## src/rtl/spm_pkg.sv

```systemverilog
// Shared types and constants for the serial-parallel multiplier controller.
package spm_pkg;

  typedef enum logic [1:0] {
    IDLE  = 2'd0,
    CLEAR = 2'd1,
    RUN   = 2'd2,
    DONE  = 2'd3
  } state_e;

  localparam int SPM_WIDTH     = 32;
  localparam int SPM_CHAIN_LAT = 1;

  // Wide enough to hold 2*width + lat, the full RUN span plus one.
  function automatic int cnt_width(input int width, input int lat);
    return $clog2(2 * width + lat + 1);
  endfunction

endpackage

```

## src/rtl/spm_piso.sv

```systemverilog
// Parallel-in serial-out shifter feeding the multiplier bits LSB-first into the CSA chain.
module spm_piso
  import spm_pkg::*;
#(
  parameter int WIDTH = SPM_WIDTH
) (
  input  logic             clk,
  input  logic             rst,
  input  logic             load,
  input  logic             shift_en,
  input  logic             fill,
  input  logic [WIDTH-1:0] din,
  output logic             y_o
);

  logic [WIDTH-1:0] shreg_q;
  logic [WIDTH-1:0] shreg_d;

  always_comb begin
    shreg_d = shreg_q;
    if (load) begin
      shreg_d = din;
    end else if (shift_en) begin
      shreg_d = {fill, shreg_q[WIDTH-1:1]};
    end
  end

  always_ff @(posedge clk) begin
    if (!rst) begin
      shreg_q <= '0;
    end else begin
      shreg_q <= shreg_d;
    end
  end

  // Once WIDTH shifts have happened the register is all fill, so y_o
  // naturally carries the extension bit for the upper half of the run.
  assign y_o = shreg_q[0];

endmodule

```

## src/rtl/spm_ctrl.sv

```systemverilog
// Operand sequencer and product collector for the spm carry-save chain.
// Define SPM_CTRL_SIGNED_EN for two's complement operation (multiplier sign-extended).
module spm_ctrl
  import spm_pkg::*;
#(
  parameter int WIDTH     = SPM_WIDTH,
  parameter int CHAIN_LAT = SPM_CHAIN_LAT
) (
  input  logic               clk,
  input  logic               rst,
  input  logic               in_valid,
  output logic               in_ready,
  input  logic [WIDTH-1:0]   in_x,
  input  logic [WIDTH-1:0]   in_y,
  output logic [WIDTH-1:0]   x_o,
  output logic               y_o,
  output logic               chain_clr,
  input  logic               p_i,
  output logic               out_valid,
  input  logic               out_ready,
  output logic [2*WIDTH-1:0] out_p
);

  localparam int CNT_W   = cnt_width(WIDTH, CHAIN_LAT);
  localparam int RUN_LEN = 2 * WIDTH + CHAIN_LAT;
  localparam logic [CNT_W-1:0] CNT_LAST = CNT_W'(RUN_LEN - 1);
  localparam logic [CNT_W-1:0] CNT_CAP  = CNT_W'(CHAIN_LAT);

  state_e               state_q, state_d;
  logic [CNT_W-1:0]     cnt_q, cnt_d;
  logic [WIDTH-1:0]     x_q, x_d;
  logic [2*WIDTH-1:0]   prod_q, prod_d;
  logic                 fill_q, fill_d;
  logic                 piso_load;
  logic                 piso_shift;

  always_comb begin
    state_d    = state_q;
    cnt_d      = cnt_q;
    x_d        = x_q;
    prod_d     = prod_q;
    fill_d     = fill_q;
    piso_load  = 1'b0;
    piso_shift = 1'b0;

    case (state_q)
      IDLE: begin
        if (in_valid) begin
          x_d       = in_x;
          piso_load = 1'b1;
`ifdef SPM_CTRL_SIGNED_EN
          fill_d    = in_y[WIDTH-1];
`else
          fill_d    = 1'b0;
`endif
          state_d   = CLEAR;
        end
      end

      CLEAR: begin
        cnt_d   = '0;
        state_d = RUN;
      end

      RUN: begin
        piso_shift = 1'b1;
        // The first CHAIN_LAT returned bits predate the first driven y bit.
        if (cnt_q >= CNT_CAP) begin
          prod_d = {p_i, prod_q[2*WIDTH-1:1]};
        end
        if (cnt_q == CNT_LAST) begin
          state_d = DONE;
        end else begin
          cnt_d = cnt_q + 1'b1;
        end
      end

      DONE: begin
        if (out_ready) begin
          state_d = IDLE;
        end
      end

      default: begin
        state_d = IDLE;
      end
    endcase
  end

  always_ff @(posedge clk) begin
    if (!rst) begin
      state_q <= IDLE;
      cnt_q   <= '0;
      x_q     <= '0;
      prod_q  <= '0;
      fill_q  <= 1'b0;
    end else begin
      state_q <= state_d;
      cnt_q   <= cnt_d;
      x_q     <= x_d;
      prod_q  <= prod_d;
      fill_q  <= fill_d;
    end
  end

  spm_piso #(
    .WIDTH (WIDTH)
  ) u_piso (
    .clk      (clk),
    .rst      (rst),
    .load     (piso_load),
    .shift_en (piso_shift),
    .fill     (fill_q),
    .din      (in_y),
    .y_o      (y_o)
  );

  // The chain is held clear for as long as the controller is in reset.
  assign chain_clr = !rst || (state_q == CLEAR);
  assign in_ready  = rst && (state_q == IDLE);
  assign out_valid = (state_q == DONE);
  assign x_o       = x_q;
  assign out_p     = prod_q;

endmodule

```

## config.mk

```make
export PLATFORM = sky130hd
export DESIGN_NAME = spm_ctrl
export DESIGN_NICKNAME = d
export VERILOG_FILES = /design/src/rtl/spm_pkg.sv /design/src/rtl/spm_piso.sv /design/src/rtl/spm_ctrl.sv
export SDC_FILE = /design/constraint.sdc
export NUM_CORES = 1
export LEC_CHECK = 0
export CAP_MARGIN = 25
export CORE_MARGIN = 2
export CORE_UTILIZATION = 44
export CTS_BUF_LIST = sky130_fd_sc_hd__clkbuf_4
export DETAILED_ROUTE_END_ITERATION = 8
export PLACE_DENSITY = 0.89
export SKIP_CTS_REPAIR_TIMING = 1
export SLEW_MARGIN = 20
export SYNTH_ARGS = -nofsm -noshare
export SYNTH_HDL_FRONTEND = slang
export SYNTH_HIERARCHICAL = 1
export SYNTH_SLANG_ARGS = --single-unit
export TNS_END_PERCENT = 10
```

## constraint.sdc

```tcl
create_clock -name clk -period 1.9 [get_ports clk]
set_input_delay 0.19 -clock clk [delete_from_list [all_inputs] [get_ports clk]]
set_output_delay 0.19 -clock clk [all_outputs]
set_load 0.03 [all_outputs]
```

=== Yosys cells after proc, flatten, opt, wreduce, memory -nomap -nowiden ===
Cells that the tools add are included.

* Flip-flop bits (word level): 137
* Output and inout port bits: 100
* Logic and storage cells: 36

* $add $sub $neg: 1
* Order comparisons: 1
* Equality and inequality tests: 8
* Mux-type cells: 11
* Reductions and logical operators: 10

{| class="wikitable"
|+ Operators with widths
! operator !! count
|-
| 2-to-1 mux 32 bit || 2
|-
| case mux 7 bit (2 select lines) || 1
|-
| case mux 2 bit (4 select lines) || 1
|-
| adder 7 x 1 -> 7 bit, second input constant || 1
|-
| == test 7 bit, second input constant || 1
|-
| greater-or-equal comparator 7 x 1 -> 1 bit, second input constant || 1
|-
| 2-to-1 mux 7 bit || 1
|-
| 2-to-1 mux 2 bit || 3
|-
| != test 2 bit, second input constant || 3
|-
| AND reduction 2 bit || 3
|-
| == test 2 bit, second input constant || 2
|-
| nonzero test 2 bit || 2
|-
| 2-to-1 mux 1 bit || 3
|-
| AND reduction 3 bit || 1
|-
| == test 2 x 1 -> 1 bit, second input constant || 1
|-
| logical NOT 2 bit || 1
|-
| != test 2 x 1 -> 1 bit, second input constant || 1
|-
| logical AND 1 bit || 1
|-
| logical NOT 1 bit || 1
|-
| logical OR 1 bit || 1
|}

=== Longest topological paths before layout ===
* Depth after elaboration: 4
* Depth in mapped cells: 9

=== By module ===
Netlist, hierarchy kept.

{| class="wikitable"
|+ By module, submodules not included
! module !! times used !! cells an instance !! area an instance (um^2) !! seq. area each (um^2)
|-
| spm_ctrl || 1 || 494 || 3,972.6 || 2,102.0
|-
| spm_piso || 1 || 141 || 1,778.0 || 640.6
|}

=== Worst setup path after synthesis ===
OpenSTA, ideal clock, no wires.

* Path kind: flip-flop to flip-flop
* Start point: register state_q[0]
* End point: register u_piso.shreg_q[10]
* Setup time: 0.116 ns
* Arrival time: 1.823 ns
* Data required time: 1.784 ns
* Slack: -0.039 ns
* Stages on the path, launching flop included: 9
* Path buffers: 2
* Clock period less this slack: 1.939 ns
* Cell sequence: dfxtp_1 inv_1 ha_1 nand2_1 inv_1 buf_1 clkbuf_1 or2b_1 o211a_1

* Longest elaborated chain between the ends: 3
* Elaborated cells between the ends (all ways): 6

{| class="wikitable"
|+ Ends and longest elaborated chain
! element !! RTL line !! source
|-
| from (decl) || spm_ctrl.sv:29 || <nowiki>state_e state_q, state_d;</nowiki>
|-
| from (signal assigned) || spm_ctrl.sv:98 || <nowiki>state_q <= state_d;</nowiki>
|-
| logical NOT 2 bit (*) || spm_ctrl.sv:46 || <nowiki>case (state_q)</nowiki>
|-
| 2-to-1 mux 1 bit (*) || spm_ctrl.sv:46 ||
|-
| named net piso_load || spm_ctrl.sv:34 || <nowiki>logic piso_load;</nowiki>
|-
| 2-to-1 mux 32 bit / nonzero test 2 bit (equally long branches) || - ||
|-
| to (signal assigned) || spm_piso.sv:32 || <nowiki>shreg_q <= shreg_d;</nowiki>
|-
| to (decl) || spm_piso.sv:16 || <nowiki>logic [WIDTH-1:0] shreg_q;</nowiki>
|}

The timed path passes the listed nets; every way through them passes the cells marked *.
A chain may end at the register's enable or synchronous reset.

=== Final worst setup path ===
* Start point: register prod_q[30] (netlist: out_p[30])
* End point: output out_p[30]

{| class="wikitable"
|+ RTL lines
! element !! RTL line !! source
|-
| from (decl) || spm_ctrl.sv:32 || <nowiki>logic [2*WIDTH-1:0] prod_q, prod_d;</nowiki>
|-
| from (signal assigned) || spm_ctrl.sv:101 || <nowiki>prod_q <= prod_d;</nowiki>
|-
| to (decl) || spm_ctrl.sv:21 || <nowiki>output logic [2*WIDTH-1:0] out_p</nowiki>
|}

No word-level cell between the ends.

==> flow_summary.yaml <==
synth:
  ys_ff_latch: 137
  synthCells: 635
  synthDistinctLibCells: 41
  ys_warn_count: 6
  synth_edf_count: 0
  synthArstFlopShare: 0
  yosysTopAreaCellShare: 0.477
  synthTopCellsByArea: "dfxtp_1 (48%), nand2_1 (9.0%), mux2_4 (7.8%), nand3_1 (5.9%), o21ai_0 (5.8%)"
  ys_seq_area_frac: 0.477
  yosys.area.top_type: "dfxtp_1"
  synth_area_per_cell_sq_um: 9.06
  synth_fp_nets: 711
  synthMostInstantiatedCell: "nand2_1"
  synth_flop_cell: "dfxtp_1"
  yosys-top-cells-count: "nand2_1 (138), dfxtp_1 (137), nand3_1 (68), o21ai_0 (67), a21oi_1 (36)"
  syn_area_sq_mm: 0.00575
power_and_ir_drop:
  p_int_w: 0.00595
  p_clk_frac: 0.252
  seqPwrFrac: 0.401
  power.switching_w: 0.00274
  leakage_nw: 3.18
  p_sw_frac: 0.315
  power_density_mw_per_mm2: 1100
  vdd_drop_max_uv: 536
  combPwrFrac: 0.347
hold_path:
  hold_path_class: "in2reg"
place:
  gp_congestion: 0.760
  place_ws_ps: 38.7
  portBuffers: 168
  hpwlAfterDp_um: 8510
floorplan:
  die_area_sq_mm: 0.0140
  fp.coreArea_sq_mm: 0.0127
  start_util: 0.454
  die_height_um: 118
  fp-row-count: 41
  chipWidth_um: 118
  io_pins: 169
routing:
  wirelength_um: 13200
  drt_iter0_markers: 262
  drt_first_pass_iters: 8
  wire_per_inst_um: 13.6
  num_vias: 4855
  drtAntennaViolNets: 0
  drcViolationCount: 0
  vias_per_cell: 4.99
cts:
  clock_latency_ps: 540
  clk_pin_slew_ps: 120
  cts_max_path_buffers: 2
  root_buffer: "clkbuf_4"
  cts_tree: "done"
  htreeDepth: 4
  clock_sinks: 137
  cts-buffers-inserted: 17
timing:
  drv_slew: 0
  fin_crit_sh: 0.961
  rsz0062_at_grt: "yes"
  fin_ws_ps: 73.6
  hold_viol: 0
  fmax_mhz: 548
  hold_slack_ps: 190
  clock_skew_ps: 16.5
  setup_violations: 0
  min_period_ps: 1830
grt:
  overflow: 0
  grt_pass1_vias: 4326
  grt_pass1_wl_um: 20700
  grtUsageTotal: 0.180
  grt_max_degree: 112
  antenna_found_initial: 0
critical_path:
  worstPathCellList: "clkdlybuf4s50_1"
  critPathLaunchType: "register"
  path_max_fanout: 3
  required_ps: 1710
  critPathTopFamily: "buffers and inverters"
  path_class: "reg2out"
  cp-end-kind: "output pin"
  critPathMaxStageDelay_ps: 700
  worst-path-buf-inv: 1
  arrival_ps: 1640
  cp_slowest_cell: "clkdlybuf4s50_1"
layout:
  seq_area_sq_mm: 0.00275
  multi_input_area_sq_mm: 0.00268
  nNetsFinal: 864
  layout-drive-gt1-share: 0.114
  area_growth_pct: 38.1
  nFillCells: 1053
  diodes: 0
flow_run:
  maxCapViolations: 0
run_status:
  outcome: "completed"
==> cell families (layout without fill, tap and decap cells) <==
logic type                 after synthesis  after routing  share of synthesized area
buffers and inverters                   61            227                     0.0600
muxes                                   34             34                     0.0859
other                                    1              1                   0.000652
adders and majority gates                7              7                     0.0152
DFF                                    137            137                      0.477
AOI/OAI and AO/OA                      144            144                      0.157
and+or+nand+nor                        251            251                      0.204
==> through the flow <==
step                power (W)  cell area [sq um]  TNS (ps)   util  cells
finish                0.00870               7940         0  0.627    973
CTS                   0.00873               7860      -935  0.620    969
global route          0.00919               7940     -26.5  0.627    973
global placement      0.00645               7520         0  0.594    937
floorplan             0.00578               5750         0      -    635
detailed placement    0.00652               7520         0  0.594    937
==> power by group through the flow <==
stage          clock, W  combinational [W]  sequential [W]
2_1_floorplan         0            0.00200         0.00378
3_3_place_gp          0            0.00292         0.00353
3_5_place_dp          0            0.00296         0.00356
4_1_cts         0.00227            0.00298         0.00349
5_1_grt         0.00238            0.00326         0.00355
6_report        0.00219            0.00301         0.00349
==> placed cells by master (no fill, tap or decap), types with 2 or more instances in the layout <==
cell / instances
ha_1: 6
buf_12: 7
buf_4: 9
dfxtp_2: 2
o21ai_0: 67
mux2_2: 3
clkdlybuf4s50_1: 162
nand2_1: 138
or2b_1: 21
mux2_4: 30
inv_2: 2
and2_1: 2
clkinv_4: 2
dfxtp_1: 135
clkbuf_4: 17
a211oi_1: 2
dlymetal6s2s_1: 3
inv_1: 7
or4_4: 2
clkinv_2: 4
o211a_1: 32
nand2b_1: 13
nand3_1: 68
a21oi_1: 36
clkinv_1: 3
clkbuf_16: 2
bufinv_16: 5
==> final cells by class <==
| cell class | instances | area share |
|---|---|---|
| sequential | 137 | 0.346 |
| multi-input combinational | 437 | 0.337 |
| timing repair buffer | 186 | 0.244 |
| tap | 172 | 0.0271 |
| clock inverter | 15 | 0.0260 |
| clock buffer | 17 | 0.0161 |
| inverter | 9 | 0.00425 |
==> state kept, by name, summed over array words and instances (netlist names) <==
register and flops:
state_q 2, x_o 32, cnt_q 7, out_p 64, u_piso/shreg_q 32
==> worst register-to-register path, delay by kind of cell, from the launching register on <==
kind                       cells  cell delay [ps]
and+or+nand+nor                2              530
DFF                            1              340
adders and majority gates      1              180
buffers and inverters          3              440
AOI/OAI and AO/OA              2              280
==> layer usage <==
metal	track usage	up-vias	wire, um
met3	0.0632	16	935
met5	0	-	0
met4	0.0700	0	200
li1	-	2479	-
met1	0.237	2221	6150
met2	0.271	139	5910
==> final timing paths <==
check	start	to	slack (ps)	cells past startpoint
worst min register to register	x_o[16]	x_o[16]	460	2
worst min-delay path	p_i	out_p[63]	190	3
worst max-delay path	out_p[30]	out_p[30]	70	1
worst max register to register	cnt_q[1]	out_p[12]	90	8
(Power assumes the default switching activity.)
